==> src/rtl/bcd_scan_display.sv <==
// Time-multiplexed seven-segment driver for packed BCD digits.
// A shadow/display register pair gives tear-free frame updates; optional leading-zero blanking.
module bcd_scan_display #(
    parameter int NUM_DIGITS = 4,
    parameter int PRESCALE   = 1000
) (
    input  logic                                                   clk,
    input  logic                                                   rst_n,
    input  logic [4*NUM_DIGITS-1:0]                                bcd_in,
    input  logic                                                   load,
    input  logic                                                   blank_lz,
    output logic [6:0]                                             seg_n,
    output logic [NUM_DIGITS-1:0]                                  an_n,
    output logic [((NUM_DIGITS > 1) ? $clog2(NUM_DIGITS) : 1)-1:0] digit_idx,
    output logic                                                   frame_done
);

    localparam int IDX_W = (NUM_DIGITS > 1) ? $clog2(NUM_DIGITS) : 1;
    localparam int PRE_W = $clog2(PRESCALE);
    localparam logic [PRE_W-1:0] PRE_LAST = PRE_W'(PRESCALE - 1);
    localparam logic [IDX_W-1:0] IDX_LAST = IDX_W'(NUM_DIGITS - 1);

    logic [PRE_W-1:0]          pre_cnt;
    logic [IDX_W-1:0]          idx;
    logic [4*NUM_DIGITS-1:0]   shadow;
    logic [4*NUM_DIGITS-1:0]   display;
    logic                      pending;

    logic                      pre_wrap;
    logic                      frame_end;
    logic [3:0]                digits [NUM_DIGITS];
    logic [NUM_DIGITS-1:0]     lz_mask;
    logic                      upper_zero;
    logic                      slot_dark;
    logic [6:0]                seg_next;
    logic [NUM_DIGITS-1:0]     an_next;

    function automatic logic [6:0] seg_pattern(input logic [3:0] d);
        logic [6:0] p;
        case (d)
            4'd0:    p = 7'b1000000;
            4'd1:    p = 7'b1111001;
            4'd2:    p = 7'b0100100;
            4'd3:    p = 7'b0110000;
            4'd4:    p = 7'b0011001;
            4'd5:    p = 7'b0010010;
            4'd6:    p = 7'b0000010;
            4'd7:    p = 7'b1111000;
            4'd8:    p = 7'b0000000;
            4'd9:    p = 7'b0010000;
            default: p = 7'b0111111;
        endcase
        return p;
    endfunction

    assign pre_wrap  = (pre_cnt == PRE_LAST);
    assign frame_end = pre_wrap && (idx == IDX_LAST);
    assign digit_idx = idx;

    // lz_mask[k] is set when display digits NUM_DIGITS-1 down to k are all zero; digit 0 never blanks
    always_comb begin
        upper_zero = 1'b1;
        lz_mask    = '0;
        for (int unsigned i = 0; i < NUM_DIGITS; i++) begin
            digits[i] = display[4*i +: 4];
        end
        for (int unsigned i = NUM_DIGITS; i > 1; i--) begin
            upper_zero   = upper_zero && (digits[i-1] == 4'd0);
            lz_mask[i-1] = upper_zero;
        end
    end

    always_comb begin
        slot_dark = (pre_cnt == '0) || (blank_lz && lz_mask[idx]);
        an_next   = '1;
        seg_next  = 7'h7F;
        if (!slot_dark) begin
            an_next[idx] = 1'b0;
            seg_next     = seg_pattern(digits[idx]);
        end
    end

    always_ff @(posedge clk or negedge rst_n) begin
        if (!rst_n) begin
            pre_cnt    <= '0;
            idx        <= '0;
            shadow     <= '0;
            display    <= '0;
            pending    <= 1'b0;
            seg_n      <= 7'h7F;
            an_n       <= '1;
            frame_done <= 1'b0;
        end else begin
            pre_cnt <= pre_wrap ? '0 : pre_cnt + 1'b1;
            if (pre_wrap) begin
                idx <= (idx == IDX_LAST) ? '0 : idx + 1'b1;
            end
            if (load) begin
                shadow <= bcd_in;
            end
            // A load on the boundary edge bypasses the shadow so the newest value is shown
            if (frame_end) begin
                if (load) begin
                    display <= bcd_in;
                end else if (pending) begin
                    display <= shadow;
                end
                pending <= 1'b0;
            end else if (load) begin
                pending <= 1'b1;
            end
            frame_done <= frame_end;
            seg_n      <= seg_next;
            an_n       <= an_next;
        end
    end

endmodule

==> config.mk <==
export PLATFORM = sky130hd
export DESIGN_NAME = bcd_scan_display
export DESIGN_NICKNAME = d
export VERILOG_FILES = /design/src/rtl/bcd_scan_display.sv
export SDC_FILE = /design/constraint.sdc
export NUM_CORES = 1
export LEC_CHECK = 0
export BUFFER_PORTS_ARGS = -buffer_cell sky130_fd_sc_hd__buf_2
export CAP_MARGIN = 20
export CORE_MARGIN = 5
export CORE_UTILIZATION = 59
export CTS_BUF_LIST = sky130_fd_sc_hd__clkbuf_8
export CTS_CLUSTER_SIZE = 12
export DETAILED_ROUTE_END_ITERATION = 8
export GPL_TIMING_DRIVEN = 0
export PLACE_DENSITY = 0.81
export SKIP_CTS_REPAIR_TIMING = 1
export SLEW_MARGIN = 20
export SYNTH_ARGS = -nofsm -noshare
export SYNTH_HDL_FRONTEND = slang
export SYNTH_SLANG_ARGS = --single-unit
==> constraint.sdc <==
create_clock -name clk -period 2.06 [get_ports clk]
set_input_delay 0.206 -clock clk [delete_from_list [all_inputs] [get_ports clk]]
set_output_delay 0.206 -clock clk [all_outputs]
set_load 0.01 [all_outputs]
==> flow_metrics.env, run 1 <==
export IMPL_outcome="complete, no violations"
export IMPL_hp_start="bcd_in[14]"
export IMPL_p_clk_share_pct=41.3
export IMPL_cp_arrival_ps=2240
export IMPL_crit_family="multiplexers"
export IMPL_slowest_stage="mux4_2"
export IMPL_fin_skew_ps=7.653
export IMPL_rows=24
export IMPL_end_kind="flip-flop"
export IMPL_area_growth_pct=16.14
export IMPL_drc_errors=0
export IMPL_syn_area_mm2=0.002635
export IMPL_path_clk_slew_ps=60
export IMPL_report_final_slew_viol_count=0
export IMPL_synth_simple_area_share_pct=10.87
export IMPL_numPortBuffers=32
export IMPL_synth_xor_area_share_pct=1.994
export IMPL_p_sw_share_pct=21.35
export IMPL_drtAntennaViolNets=0
export IMPL_routabilityCongestion=0.8164
export IMPL_num_vias=1655
export IMPL_synth_seq_cells=57
export IMPL_clock_sinks=57
export IMPL_p_per_area_mw_per_mm2=696.4
export IMPL_wl_per_cell_um=14.81
export IMPL_fin_nets=281
export IMPL_leakage_nw=1.529
export IMPL_grt_max_degree=58
export IMPL_ys_seq_area_share_pct=54.65
export IMPL_syn_nets=235
export IMPL_yosys_warnings=0
export IMPL_cp_startpoint="digit_idx[0]"
export IMPL_clock_root_buffer="clkbuf_8"
export IMPL_ios=34
export IMPL_htreeDepth=3
export IMPL_p_int_mw=1.676
export IMPL_die_area_mm2=0.005903
export IMPL_r2r_start="digit_idx[0]"
export IMPL_grt_pass1_wl_um=7679
export IMPL_synth_ff_type="dfrtp_1"
export IMPL_pwr_share_seq_pct=54.4
export IMPL_via_per_inst=5.408
export IMPL_start_kind="flip-flop"
export IMPL_cts_buffer_depth=2
export IMPL_drt_wl_total_um=4532
export IMPL_hold_violations=0
export IMPL_stdcell_area_mm2=0.003060
export IMPL_start_util_pct=60.52
export IMPL_grt_total_usage_pct=16.96
export IMPL_place_hpwl_um=3092
export IMPL_hold_path_class="primary input to flip-flop"
export IMPL_synth_compound_area_share_pct=5.366
export IMPL_dpl_cell_area_mm2=0.002863
export IMPL_power_switching_mw=0.4550
export IMPL_final_util_pct=70.29
export IMPL_critPathKind="flip-flop to flip-flop"
export IMPL_critPathMostFrequentCell="inv_1"
export IMPL_cts_buffers_inserted=9
export IMPL_tightest_slew_ps=691.6
export IMPL_insertion_delay_ps=330
export IMPL_die_y_um=76.83
export IMPL_comb_power_share_pct=4.3
export IMPL_fmax_mhz=498.0
export IMPL_setup_violations=0
export IMPL_post_route_period_util_pct=97.49
export IMPL_synth_fa_ha_area_share_pct=5.698
export IMPL_cap_viol_max_count=0
export IMPL_max_slew_margin_pct=53.90
export IMPL_antenna_found_initial=0
export IMPL_dp_slack_ps=46.43
export IMPL_synthArstFlopShare_pct=100.0
export IMPL_overflow=0
export IMPL_yosysUniqueCellTypes=34
export IMPL_cp_required_ps=2290
export IMPL_synth_edff_count=0
export IMPL_synth_top_family_by_area="multiplexers"
export IMPL_core_area_mm2=0.004354
export IMPL_drtIter0Drc=69
export IMPL_critPathBufInv=3
export IMPL_post_route_min_period_ps=2008
export IMPL_die_w_um=76.83
export IMPL_fillers=313
export IMPL_setup_slack_ps=51.78
export IMPL_grt_pass1_vias=1638
export IMPL_ir_drop_uv=486.3
export IMPL_cp_max_fo=8
export IMPL_postSynthAreaPerCell_um2=12.98
export IMPL_slowest_delay_ps=580
export IMPL_synthMuxAreaShare_pct=18.52
export IMPL_syn_inst=203
export IMPL_cts_tree="done"
export IMPL_n_antenna_cell=0
export IMPL_crit_chain="buf_4 > mux4_2 > inv_1 > ha_1 > inv_1 > a21o_1 > a21oi_1 > o21ai_0"
export IMPL_multi_input_area_mm2=0.001119
export IMPL_drt_pass1_iter_count=4
export IMPL_drive_above_1_share_pct=40.16
export IMPL_seq_area_mm2=0.001440
[routing by layer]
metal | GRT usage [%] | share of wire (%) | vias to the layer above
li1 | - | - | 802
met1 | 20.95 | 45 | 804
met2 | 24.87 | 47 | 37
met3 | 7.143 | 5.7 | 12
met4 | 9.615 | 2.7 | 0
met5 | 0 | 0 | -
[power groups by stage]
stage	clock network (mW)	logic [mW]	registers, mW
after floorplan	0	0.0458	1.18
after global placement	0	0.0905	1.18
after detailed placement	0	0.0927	1.18
after CTS	0.908	0.0935	1.16
after global routing	0.964	0.104	1.16
final	0.880	0.0921	1.16
[cells by family (layout without fill, tap and decap cells)]
kind of cell / Yosys count / in the layout
AO/OA/AOI/OAI: 24 / 24
XOR/XNOR: 6 / 6
adder cells (fa/ha/maj): 12 / 12
buffers and inverters: 17 / 68
flip-flops: 57 / 57
multiplexers: 36 / 36
AND/OR/NAND/NOR: 51 / 51
[layout make-up]
type / instances / area share (%)
tap: 52 / 2.126
timing repair buffer: 35 / 6.132
inverter: 9 / 1.104
clock inverter: 5 / 0.6132
sequential: 57 / 47.06
buffer: 8 / 1.472
clock buffer: 11 / 4.947
multi-input combinational: 129 / 36.55
[synthesized netlist by cell type (3+ instances only)]
master    instances  area [µm²]
a21oi_1           7       35.03
nand2_1          11       41.29
nor2_1           14       52.55
inv_1             9       33.78
nand3_1           6       30.03
ha_1             12       150.1
clkbuf_1          3       11.26
buf_2             4       20.02
mux2_4           10       150.1
xor2_1            4       35.03
dfrtp_1          46        1151
mux2_2           22       247.7
and2_1            5       31.28
dfstp_2          11       289.0
nor4_1            3       18.77
o21ai_0          10       50.05
mux4_2            4       90.09
[metrics by stage]
step | hold slack [ps] | TNS, ps | power (mW) | std cells
after floorplan | -89.59 | 0 | 1.222 | 203
after global placement | 457.2 | 0 | 1.268 | 287
after detailed placement | 296.6 | 0 | 1.271 | 287
after CTS | -74.83 | 0 | 2.161 | 303
after global routing | 110.4 | -21.10 | 2.230 | 306
final | 122.3 | 0 | 2.131 | 306
[layout by cell type (no fill, tap or decap), types with 2 or more instances in the layout]
cell       n
and3_1     2
inv_1     13
o211ai_1   2
buf_4      4
xor2_1     4
a21oi_1    7
buf_2     34
o21ai_0   10
mux4_2     4
xnor2_1    2
dfrtp_1   46
nor4_1     3
o311ai_1   2
ha_1      12
dfstp_2   11
clkbuf_1   3
nor3_1     2
clkbuf_8  11
nand2_1   11
nand3_1    6
mux2_4    10
and2_1     5
nor2_1    14
mux2_2    22
[worst paths after layout]
| kind | endpoint | slack [ps] | cells after the start |
|---|---|---|---|
| max | seg_n[4] | 50 | 8 |
| min | shadow[14] | 120 | 2 |
| max reg2reg | seg_n[4] | 50 | 8 |
| min reg2reg | pre_cnt[0] | 490 | 1 |
| max in group asynchronous | shadow[3] | 1140 | 2 |
| min in group asynchronous | pre_cnt[0] | 460 | 2 |
[registers in the layout, indices dropped and copies added, names as in the netlist]
register and flops:
shadow 16, digit_idx 2, pending 1, an_n 4, display 16, seg_n 7, frame_done 1, pre_cnt 10
Note: power is estimated with default switching activity, not from simulation.
==> run 2: changes to the inputs <==
Settings changed: CELL_PAD_IN_SITES_DETAIL_PLACEMENT set to 1, CELL_PAD_IN_SITES_GLOBAL_PLACEMENT set to 1, CORE_UTILIZATION 59 to 48, PLACE_DENSITY 0.81 to not set, PLACE_DENSITY_LB_ADDON set to 0.1.
==> run 2 against run 1 <==
First-iteration DRC count grew 35%. Clock-buffer cell count fell by 2. Global-route usage grew 0.85 points. Cell area up 2.5%. Final cell count grew 6.9%. Worst hold slack got worse by 2.3 ps. Non-clock buffer count increased by 1. Critical endpoint unchanged.
==> flow_metrics.env, run 2 (same netlist as run 1, synthesis figures left out) <==
export IMPL_end_kind="flip-flop"
export IMPL_area_growth_pct=19.04
export IMPL_numPortBuffers=32
export IMPL_fin_skew_ps=6.596
export IMPL_placed_cells=307
export IMPL_slowest_delay_ps=560
export IMPL_routabilityCongestion=0.8559
export IMPL_post_route_min_period_ps=2002
export IMPL_r2r_slack_ps=60
export IMPL_wl_per_cell_um=17.70
export IMPL_outcome="complete, no violations"
export IMPL_cap_viol_max_count=0
export IMPL_cp_required_ps=2280
export IMPL_crit_chain="buf_6 > mux4_2 > inv_1 > ha_1 > inv_1 > a21o_1 > a21oi_1 > o21ai_0"
export IMPL_cp_max_fo=8
export IMPL_htreeDepth=3
export IMPL_p_clk_share_pct=46.9
export IMPL_p_sw_share_pct=21.05
export IMPL_max_slew_margin_pct=53.27
export IMPL_drtAntennaViolNets=0
export IMPL_p_int_mw=1.865
export IMPL_ir_drop_uv=498.9
export IMPL_hold_path_class="primary input to flip-flop"
export IMPL_die_y_um=84.09
export IMPL_grt_max_degree=58
export IMPL_pwr_share_seq_pct=49.1
export IMPL_critPathBufInv=3
export IMPL_ios=34
export IMPL_final_util_pct=58.03
export IMPL_setup_violations=0
export IMPL_power_switching_mw=0.4973
export IMPL_fillers=567
export IMPL_num_vias=1743
export IMPL_fin_nets=282
export IMPL_comb_power_share_pct=4.0
export IMPL_leakage_nw=1.540
export IMPL_n_antenna_cell=0
export IMPL_hold_violations=0
export IMPL_top_regs="display: 16 flops, shadow: 16 flops, pre_cnt: 10 flops"
export IMPL_post_route_period_util_pct=97.17
export IMPL_core_area_mm2=0.005405
export IMPL_cts_tree="done"
export IMPL_drt_wl_total_um=5787
export IMPL_insertion_delay_ps=330
export IMPL_p_per_area_mw_per_mm2=753.2
export IMPL_die_area_mm2=0.007071
export IMPL_drc_errors=0
export IMPL_grt_pass1_wl_um=9611
export IMPL_clock_sinks=57
export IMPL_grt_total_usage_pct=17.81
export IMPL_fmax_mhz=499.6
export IMPL_drtIter0Drc=93
export IMPL_report_final_slew_viol_count=0
export IMPL_mostFrequentLayoutCells="46 x dfrtp_1, 34 x buf_2, 22 x mux2_2"
export IMPL_crit_family="multiplexers"
export IMPL_start_kind="flip-flop"
export IMPL_path_clk_slew_ps=70
export IMPL_critPathKind="flip-flop to flip-flop"
export IMPL_cts_buffer_depth=2
export IMPL_tightest_slew_ps=700.9
export IMPL_rows=27
export IMPL_cts_buffers_inserted=9
export IMPL_final_common_cell="dfrtp_1"
export IMPL_place_hpwl_um=4045
export IMPL_tns_ps=0
export IMPL_fin_cells=327
export IMPL_cp_arrival_ps=2220
export IMPL_antenna_found_initial=0
export IMPL_drt_pass1_iter_count=4
export IMPL_via_per_inst=5.330
export IMPL_slowest_stage="mux4_2"
export IMPL_overflow=0
export IMPL_power_total_mw=2.363
export IMPL_grt_pass1_vias=1941
export IMPL_critPathMostFrequentCell="inv_1"
export IMPL_die_w_um=84.09
export IMPL_clock_root_buffer="clkbuf_8"
export IMPL_start_util_pct=48.75
export IMPL_drive_above_1_share_pct=41.96
-- run 2: cell count changes in the layout (fill, tap and decap cells not counted) --
cell	previous run	this run
clkbuf_8	11	9
clkinv_2	0	3
clkinvlp_4	0	1
inv_1	13	9
bufinv_16	0	2
buf_6	1	2
-- run 2: stage by stage --
stage	hold WS [ps]	setup slack, ps	cell area [µm²]
floorplan	-89.59	148.8	2635
global placement	454.6	73.07	2885
global route	98.60	-49.38	3137
CTS	-61.45	-124.1	3098
detailed placement	306.2	-56.82	2888
finish	120.0	58.27	3137
-- run 2: power groups by stage --
stage	Sequential (mW)	Clock, mW	Combinational [mW]
floorplan	1.18	0	0.0458
global placement	1.18	0	0.0886
detailed placement	1.18	0	0.0962
CTS	1.16	1.14	0.0973
global route	1.16	1.20	0.108
finish	1.16	1.11	0.0954
-- run 2: layout make-up --
cell class / instances / area [µm²] / area share, %
clock buffer: 9 / 123.9 / 3.949
clock inverter: 7 / 86.33 / 2.752
inverter: 9 / 33.78 / 1.077
tap: 72 / 90.09 / 2.872
buffer: 8 / 48.80 / 1.556
timing repair buffer: 36 / 195.2 / 6.223
multi-input combinational: 129 / 1119 / 35.66
sequential: 57 / 1440 / 45.91
-- run 2: worst reg2reg max path: cells and delay by family (launching register included) --
family                     cells  cell delay (ps)
muxes                          1              560
AOI/OAI and AO/OA              3              390
DFF                            1              380
buffers and inverters          3              360
adders and majority gates      1              200
-- run 2: worst paths after layout --
| check | to | from | cells past startpoint |
|---|---|---|---|
| worst max-delay path | seg_n[4] | digit_idx[0] | 8 |
| worst min-delay path | shadow[4] | bcd_in[4] | 2 |
| worst max register to register | seg_n[4] | digit_idx[0] | 8 |
| worst min register to register | shadow[1] | shadow[1] | 1 |
| max in group asynchronous | frame_done | rst_n | 2 |
| min in group asynchronous | shadow[3] | rst_n | 2 |
-- run 2: routing by layer --
layer  vias up  share of wire, %  global-route usage [%]
li1        807                 -                       -
met1       893                41                   20.69
met2        31                53                   29.56
met3        12               4.0                   5.528
met4         0               2.4                   8.918
met5         -                 0                       0
==> run 3: changes to the inputs <==
Clock period 2.06 ns to 2 ns, I/O delays scaled along.
==> run 3 against run 2 <==
Worst setup slack worse by 24 ps. First-iteration DRC count fell by 8.6%. Clock skew rose by 0.95 ps. Highest routed layer unchanged. Final cell count grew 0.61%. Via count grew 1.3%. Clock-buffer cell count did not move. Non-clock buffer count up 2. Critical endpoint unchanged.
==> flow_metrics.env, run 3 (same netlist as run 1, synthesis figures left out) <==
export IMPL_ir_drop_uv=513.5
export IMPL_slowest_stage="mux4_2"
export IMPL_mostFrequentLayoutCells="46 x dfrtp_1, 34 x buf_2, 22 x mux2_2"
export IMPL_start_util_pct=48.75
export IMPL_hold_path_class="primary input to flip-flop"
export IMPL_die_y_um=84.09
export IMPL_outcome="complete, no violations"
export IMPL_core_area_mm2=0.005405
export IMPL_numPortBuffers=32
export IMPL_setup_violations=0
export IMPL_fin_cells=329
export IMPL_fmax_mhz=508.7
export IMPL_drt_pass1_iter_count=5
export IMPL_cp_required_ps=2230
export IMPL_grt_total_usage_pct=17.81
export IMPL_slowest_delay_ps=560
export IMPL_final_util_pct=58.31
export IMPL_cap_viol_max_count=0
export IMPL_setup_slack_ps=34.21
export IMPL_place_hpwl_um=4045
export IMPL_path_clk_slew_ps=70
export IMPL_drtIter0Drc=85
export IMPL_antenna_found_initial=0
export IMPL_cp_arrival_ps=2200
export IMPL_clock_root_buffer="clkbuf_8"
export IMPL_cts_tree="done"
export IMPL_area_growth_pct=19.61
export IMPL_via_per_inst=5.368
export IMPL_tightest_slew_ps=700.8
export IMPL_report_final_slew_viol_count=0
export IMPL_cts_buffers_inserted=9
export IMPL_p_per_area_mw_per_mm2=773.2
export IMPL_drt_wl_total_um=5810
export IMPL_n_antenna_cell=0
export IMPL_post_route_min_period_ps=1966
export IMPL_fin_nets=284
export IMPL_rows=27
export IMPL_crit_chain="buf_6 > mux4_2 > inv_2 > ha_1 > inv_1 > a21o_1 > a21oi_1 > o21ai_0"
export IMPL_fin_skew_ps=7.546
export IMPL_hold_violations=0
export IMPL_drc_errors=0
export IMPL_ios=34
export IMPL_drtAntennaViolNets=0
export IMPL_htreeDepth=3
export IMPL_placed_cells=307
export IMPL_die_w_um=84.09
export IMPL_end_kind="flip-flop"
export IMPL_wl_per_cell_um=17.66
export IMPL_routabilityCongestion=0.8559
export IMPL_num_vias=1766
export IMPL_cts_buffer_depth=2
export IMPL_insertion_delay_ps=330
export IMPL_critPathKind="flip-flop to flip-flop"
export IMPL_final_common_cell="dfrtp_1"
export IMPL_grt_max_degree=58
export IMPL_r2r_slack_ps=30
export IMPL_stdcell_area_mm2=0.003152
export IMPL_max_slew_margin_pct=53.28
export IMPL_top_regs="display: 16 flops, shadow: 16 flops, pre_cnt: 10 flops"
export IMPL_overflow=0
export IMPL_die_area_mm2=0.007071
export IMPL_drive_above_1_share_pct=42.80
export IMPL_grt_pass1_wl_um=9611
export IMPL_grt_pass1_vias=1941
export IMPL_dpl_cell_area_mm2=0.002888
export IMPL_start_kind="flip-flop"
export IMPL_post_route_period_util_pct=98.29
export IMPL_clock_sinks=57
export IMPL_dp_slack_ps=-116.8
export IMPL_cp_max_fo=8
export IMPL_leakage_nw=1.551
-- run 3: cell types whose count changed in the layout (fill, tap and decap cells not counted), sizes merged --
cell | previous run | this run
buf | 40 | 42
-- run 3: routing by layer --
layer / wire [µm] / vias to the layer above / share of wire, % / track usage, %
li1: - / 813 / - / -
met1: 2358 / 902 / 41 / 20.69
met2: 3080 / 37 / 53 / 29.56
met3: 244 / 14 / 4.2 / 5.528
met4: 127 / 0 / 2.2 / 8.918
met5: 0 / - / 0 / 0
-- run 3: layout make-up --
type,count,area [µm²]
plain buffers,8,48.80
inverters,9,33.78
multi-input cells,129,1119
well taps,72,90.09
flip-flops and latches,57,1440
repair buffers,38,210.2
clock buffers,9,123.9
fillers,573,2253
clock inverters,7,86.33
-- run 3: stage by stage --
step / TNS, ps / hold slack (ps) / power [mW]
finish: 0 / 113.8 / 2.437
detailed placement: -208.1 / 300.2 / 1.315
floorplan: 0 / -95.59 / 1.259
global placement: 0 / 448.6 / 1.304
global route: -50.30 / 92.60 / 2.543
CTS: -395.8 / -67.45 / 2.467
-- run 3: worst max-delay path: cells and delay by family, from the launching register on --
family,cells,cell delay (ps)
AOI/OAI and AO/OA,3,380
buffers and inverters,3,350
adders and majority gates,1,200
DFF,1,380
muxes,1,560
-- run 3: where the power goes --
part           leakage, nW  switching [mW]  internal, mW
clock                0.110           0.455         0.689
sequential           0.701         0.00877          1.19
combinational        0.740          0.0523        0.0458
total                 1.55           0.516          1.92
-- run 3: final timing paths --
| path | from | depth (start not counted) | to |
|---|---|---|---|
| setup / recovery | digit_idx[0] | 8 | seg_n[4] |
| hold / removal | bcd_in[1] | 2 | shadow[1] |
| setup reg to reg | digit_idx[0] | 8 | seg_n[4] |
| hold reg to reg | pre_cnt[0] | 1 | pre_cnt[0] |
| max in group asynchronous | rst_n | 2 | frame_done |
| min in group asynchronous | rst_n | 2 | shadow[3] |
